File: config.mk
export PLATFORM = sky130hd
export DESIGN_NAME = operand_sequencer
export DESIGN_NICKNAME = d
export VERILOG_FILES = /design/src/rtl/matrix_pkg.sv /design/src/rtl/opseq_timeout.sv /design/src/rtl/operand_sequencer.sv
export SDC_FILE = /design/constraint.sdc
export NUM_CORES = 1
export LEC_CHECK = 0
export CAP_MARGIN = 40
export CORE_MARGIN = 2
export CORE_UTILIZATION = 44
export CTS_CLUSTER_SIZE = 8
export DETAILED_ROUTE_END_ITERATION = 10
export PLACE_DENSITY = 0.79
export SLEW_MARGIN = 10
export SYNTH_ARGS = -nofsm -noshare
export SYNTH_HDL_FRONTEND = slang
export SYNTH_SLANG_ARGS = --single-unit
export TNS_END_PERCENT = 1
File: constraint.sdc
create_clock -name clk -period 1.6 [get_ports clk]
set_input_delay 0.24 -clock clk [delete_from_list [all_inputs] [get_ports clk]]
set_output_delay 0.24 -clock clk [all_outputs]
set_load 0.005 [all_outputs]
File: src/rtl/matrix_pkg.sv
// Shared types for the matrix operation front end: operation codes, sequencer
// states and the register-number width used by the decoder and sequencer.
package matrix_pkg;

  localparam int REG_W = 3;

  typedef enum logic [1:0] {
    OP_ADD       = 2'd0,
    OP_SUB       = 2'd1,
    OP_MUL       = 2'd2,
    OP_TRANSPOSE = 2'd3
  } op_t;

  typedef enum logic [2:0] {
    S_IDLE     = 3'd0,
    S_GET_A    = 3'd1,
    S_GET_B    = 3'd2,
    S_GET_DEST = 3'd3,
    S_ISSUE    = 3'd4
  } opseq_state_t;

  function automatic logic is_unary(input op_t op);
    return (op == OP_TRANSPOSE);
  endfunction

endpackage

File: src/rtl/opseq_timeout.sv
// Idle-cycle watchdog for operand collection; only built with OPSEQ_TIMEOUT_EN.
// expired asserts on the TIMEOUT_CYCLES-th consecutive enabled cycle without a clear.
`ifdef OPSEQ_TIMEOUT_EN
module opseq_timeout #(
  parameter int TIMEOUT_CYCLES = 1000
) (
  input  logic clk,
  input  logic nrst,
  input  logic clear,
  input  logic enable,
  output logic expired
);

  localparam int CNT_W = $clog2(TIMEOUT_CYCLES) + 1;
  localparam logic [CNT_W-1:0] LAST = CNT_W'(TIMEOUT_CYCLES - 1);

  logic [CNT_W-1:0] cnt_q, cnt_d;

  always_comb begin
    cnt_d = cnt_q;
    if (clear) begin
      cnt_d = '0;
    end else if (enable && (cnt_q != LAST)) begin
      cnt_d = cnt_q + 1'b1;
    end
  end

  always_ff @(posedge clk or negedge nrst) begin
    if (!nrst) begin
      cnt_q <= '0;
    end else begin
      cnt_q <= cnt_d;
    end
  end

  assign expired = enable && !clear && (cnt_q == LAST);

endmodule
`endif

File: src/rtl/operand_sequencer.sv
// Collects source/destination register selections for one matrix op and offers
// them to the datapath with valid/ready. Optional abort watchdog: OPSEQ_TIMEOUT_EN.
module operand_sequencer
  import matrix_pkg::*;
#(
  parameter int NUM_REGS = 4,
  parameter int REG_W    = matrix_pkg::REG_W
`ifdef OPSEQ_TIMEOUT_EN
  ,
  parameter int TIMEOUT_CYCLES = 1000
`endif
) (
  input  logic             clk,
  input  logic             nrst,
  input  logic             is_reg,
  input  logic [REG_W-1:0] reg_num,
  input  logic             op_start,
  input  logic [1:0]       op_code,
  input  logic             cancel,
  input  logic             op_ready,
  output logic             op_valid,
  output logic [1:0]       op_out,
  output logic [REG_W-1:0] src_a,
  output logic [REG_W-1:0] src_b,
  output logic [REG_W-1:0] dest,
  output logic             busy,
  output logic             sel_err
);

  localparam logic [REG_W-1:0] MAX_REG = REG_W'(NUM_REGS);

  opseq_state_t     state_q, state_d;
  op_t              op_out_q, op_out_d;
  logic [REG_W-1:0] src_a_q, src_a_d;
  logic [REG_W-1:0] src_b_q, src_b_d;
  logic [REG_W-1:0] dest_q, dest_d;
  logic             op_valid_q, op_valid_d;
  logic             busy_q, busy_d;
  logic             sel_err_q, sel_err_d;
  logic             is_reg_d_q;

  logic sel;
  logic sel_ok;
  logic collecting;

  // The decoder presents reg_num one cycle after its is_reg pulse.
  assign sel        = is_reg_d_q;
  assign sel_ok     = sel && (reg_num != '0) && (reg_num <= MAX_REG);
  assign collecting = (state_q == S_GET_A) || (state_q == S_GET_B) ||
                      (state_q == S_GET_DEST);

`ifdef OPSEQ_TIMEOUT_EN
  logic tmo_clear;
  logic tmo_expired;

  assign tmo_clear = sel || ((state_q == S_IDLE) && (state_d == S_GET_A));

  opseq_timeout #(
    .TIMEOUT_CYCLES(TIMEOUT_CYCLES)
  ) u_timeout (
    .clk    (clk),
    .nrst   (nrst),
    .clear  (tmo_clear),
    .enable (collecting),
    .expired(tmo_expired)
  );
`endif

  always_comb begin
    state_d   = state_q;
    op_out_d  = op_out_q;
    src_a_d   = src_a_q;
    src_b_d   = src_b_q;
    dest_d    = dest_q;
    sel_err_d = 1'b0;

    unique case (state_q)
      S_IDLE: begin
        if (op_start && !cancel) begin
          op_out_d = op_t'(op_code);
          src_a_d  = '0;
          src_b_d  = '0;
          dest_d   = '0;
          state_d  = S_GET_A;
        end
      end
      S_GET_A: begin
        if (cancel) begin
          state_d = S_IDLE;
        end else if (sel_ok) begin
          src_a_d = reg_num;
          state_d = is_unary(op_out_q) ? S_GET_DEST : S_GET_B;
        end else if (sel) begin
          sel_err_d = 1'b1;
        end
      end
      S_GET_B: begin
        if (cancel) begin
          state_d = S_IDLE;
        end else if (sel_ok) begin
          src_b_d = reg_num;
          state_d = S_GET_DEST;
        end else if (sel) begin
          sel_err_d = 1'b1;
        end
      end
      S_GET_DEST: begin
        if (cancel) begin
          state_d = S_IDLE;
        end else if (sel_ok) begin
          dest_d  = reg_num;
          state_d = S_ISSUE;
        end else if (sel) begin
          sel_err_d = 1'b1;
        end
      end
      // The request has been offered; cancel cannot withdraw it.
      S_ISSUE: begin
        if (op_ready) begin
          state_d = S_IDLE;
        end
      end
      default: begin
        state_d = S_IDLE;
      end
    endcase

`ifdef OPSEQ_TIMEOUT_EN
    if (collecting && !cancel && !sel && tmo_expired) begin
      state_d   = S_IDLE;
      sel_err_d = 1'b1;
    end
`endif

    op_valid_d = (state_d == S_ISSUE);
    busy_d     = (state_d != S_IDLE);
  end

  always_ff @(posedge clk or negedge nrst) begin
    if (!nrst) begin
      state_q    <= S_IDLE;
      op_out_q   <= OP_ADD;
      src_a_q    <= '0;
      src_b_q    <= '0;
      dest_q     <= '0;
      op_valid_q <= 1'b0;
      busy_q     <= 1'b0;
      sel_err_q  <= 1'b0;
      is_reg_d_q <= 1'b0;
    end else begin
      state_q    <= state_d;
      op_out_q   <= op_out_d;
      src_a_q    <= src_a_d;
      src_b_q    <= src_b_d;
      dest_q     <= dest_d;
      op_valid_q <= op_valid_d;
      busy_q     <= busy_d;
      sel_err_q  <= sel_err_d;
      is_reg_d_q <= is_reg;
    end
  end

  assign op_valid = op_valid_q;
  assign op_out   = op_out_q;
  assign src_a    = src_a_q;
  assign src_b    = src_b_q;
  assign dest     = dest_q;
  assign busy     = busy_q;
  assign sel_err  = sel_err_q;

endmodule
==> metrics <==
layout cell share with drive strength beyond 1=roughly 13%; worst reg2reg startpoint=state_q[2]$_DFF_PN0_; Mapped Cells=between 60 and 70; row count=15; WL/cell=12.5 um; Worst Path Arrival=1750 ps; met3 routed WL=about 46 um; syn nets=79; ant diodes=0; Final Cell Area=1100 um2; port buffer count=24; drt initial violations=18; highest metal used=met4; Unique masters post-synth=22; Area growth syn-to-layout=39.7%; Horiz. Die Dim=46.3 um; gpl congestion=between 0.8 and 0.9; Ys Warns=0; fin crit period=1530 ps; status=complete, no violations; dpl ws=-259 ps; Seq/Total Area, Yosys=57.2%; Core Area=around 1700 um2; total CTS buffers=3; CTS Root Cell=clkbuf_4; post-CTS setup buffers=0; Worst-path clk slew=100 ps; hold slack final=around 270 ps; setup slack after layout=66.5 ps; aggregate routed wire length=1510 um; Top Ports=25; largest net degree at the start of global routing=19; Syn Area/Cell=11.6 um2; via count=610; fin crit share=95.8%; GRT Util Overall=between 10% and 20%; Layout Nets=between 100 and 150; Setup-failing EPs final=0; HP Class=primary input to asynchronous set/reset pin; cts hold-fix bufs=0; crit path from=reg_num[0]; Via-to-Cell Ratio=roughly 5.0; Setup CP Type=primary input to flip-flop; Worst Setup Start Kind=primary input; required time of the critical path=1820 ps; PD cells=872 nW/um2; die height=46.3 um; Metal-1 WL=636 um; fin. max-slew vios=0; Leak=0.549 nW; Fill cells=about 140; cell area after placement=about 1100 um2; Starting Density=46.1%; global-route wire length before repair=2540 um; Slew @ Worst Pin=307 ps; initial antenna violation count=0; GR Overflow Total=0; Peak Freq=652 MHz; Final Util=around 64%; Slew Limit Headroom=just under 80%; worst skew pair latency=290 ps; Clock Skew=2.32 ps; Post-route DRC=0; Pre-antenna DRT Iters=4; Final ANT Viol Nets=0; Synth Register Bits=18; CTS H-tree lvls=1; DP HPWL=1150 um; most frequent cells in the layout=clkdlybuf4s50_1 (24), dfrtp_1 (18), nand2_1 (11); RSZ-0062 raised after global routing=no; Max VDD drop=approximately 0.65 mV; full die area=2140 um2; CTS max path bufs=2; max_cap viols=0; vias in the first global route=597; Final Hold Viols=0; clk sinks=18; most common cell after layout, fill and taps aside=clkdlybuf4s50_1; CTS tree=yes; Critical Path Sink Type=flip-flop; Mapped Area=787 um2; met2 wire len=748 um; Setup TNS=0 ps; crit-path max FO=5
==> worst paths after layout <==
path | end | slack [ps] | cells after the start
setup reg to reg | src_b[1]$_DFFE_PN0P_ | 250 | 5
hold reg to reg | src_b[2]$_DFFE_PN0P_ | 530 | 2
setup / recovery | dest[1]$_DFFE_PN0P_ | 70 | 5
min in group clk | is_reg_d_q$_DFF_PN0_ | 390 | 1
hold / removal | op_out[0]$_DFFE_PN0P_ | 270 | 2
max in group asynchronous | op_valid$_DFF_PN0_ | 1140 | 2
==> Yosys cell counts <==
| library cell | count | area (um2) |
|---|---|---|
| nand2_1 | 11 | 41.3 |
| or3_4 | 1 | 11.3 |
| or2_2 | 1 | 6.26 |
| nand4b_1 | 2 | 17.5 |
| nor2b_1 | 1 | 6.26 |
| and4_2 | 1 | 10.0 |
| nand3b_1 | 2 | 15.0 |
| and2_1 | 1 | 6.26 |
| inv_1 | 4 | 15.0 |
| a311oi_1 | 1 | 8.76 |
| nor2_1 | 3 | 11.3 |
| nand4_1 | 1 | 6.26 |
| xnor2_1 | 1 | 8.76 |
| a311o_1 | 1 | 10.0 |
| buf_2 | 2 | 10.0 |
| mux2_2 | 2 | 22.5 |
| and3_4 | 1 | 11.3 |
| nor4b_1 | 1 | 8.76 |
| o21ai_0 | 2 | 10.0 |
| nand3_1 | 2 | 10.0 |
| dfrtp_1 | 18 | 450 |
| mux2i_1 | 9 | 90.1 |
==> cell type report <==
class                      instances  area, um2  share of cell area [%]
clock buffer                       4       36.3                    3.30
inverter                           4       15.0                    1.37
timing repair buffer              26        255                    23.2
tap                               25       31.3                    2.84
multi-input combinational         44        312                    28.3
sequential                        18        450                    41.0
==> worst max-delay path, cell delays in order <==
cell             delay, ps
clkdlybuf4s50_1        450
or3_4                  410
and3_4                 190
nand4_1                230
mux2i_1                220
==> flip-flops by register name, indices dropped and copies added, names as in the netlist <==
name,count
op_out,2
op_valid,1
is_reg_d_q,1
dest,3
busy,1
src_a,3
state_q,3
src_b,3
sel_err,1
==> power breakdown <==
group	internal (mW)	total [mW]	switching, mW
combinational	0.110	0.176	0.0665
clock	0.139	0.269	0.130
sequential	0.488	0.514	0.0253
==> routing by layer <==
metal  GRT usage (%)  vias to the layer above
met2            27.5                       21
met3            2.35                        6
met1            21.0                      291
met4            17.1                        0
met5               0                        -
li1                -                      292
==> through the flow <==
stage / cells / total power [mW]
after floorplan: 68 / 0.588
after global placement: 117 / 0.695
after detailed placement: 117 / 0.700
after CTS: 121 / 0.971
after global routing: 121 / 1.01
final: 121 / 0.959
==> kinds of logic (layout without fill, tap and decap cells) <==
group                  after synthesis  after routing  synth area share [%]
flip-flops                          18             18                  57.2
AO/OA/AOI/OAI                        4              4                  3.66
AND/OR/NAND/NOR                     28             28                  20.5
multiplexers                        11             11                  14.3
buffers and inverters                6             34                  3.18
XOR/XNOR                             1              1                  1.11
==> timing repair <==
action	CTS	global route
endpoints found under the hold margin	0	0
setup endpoints to repair	0	3
resized for setup	0	1
(Power assumes the default switching activity.)
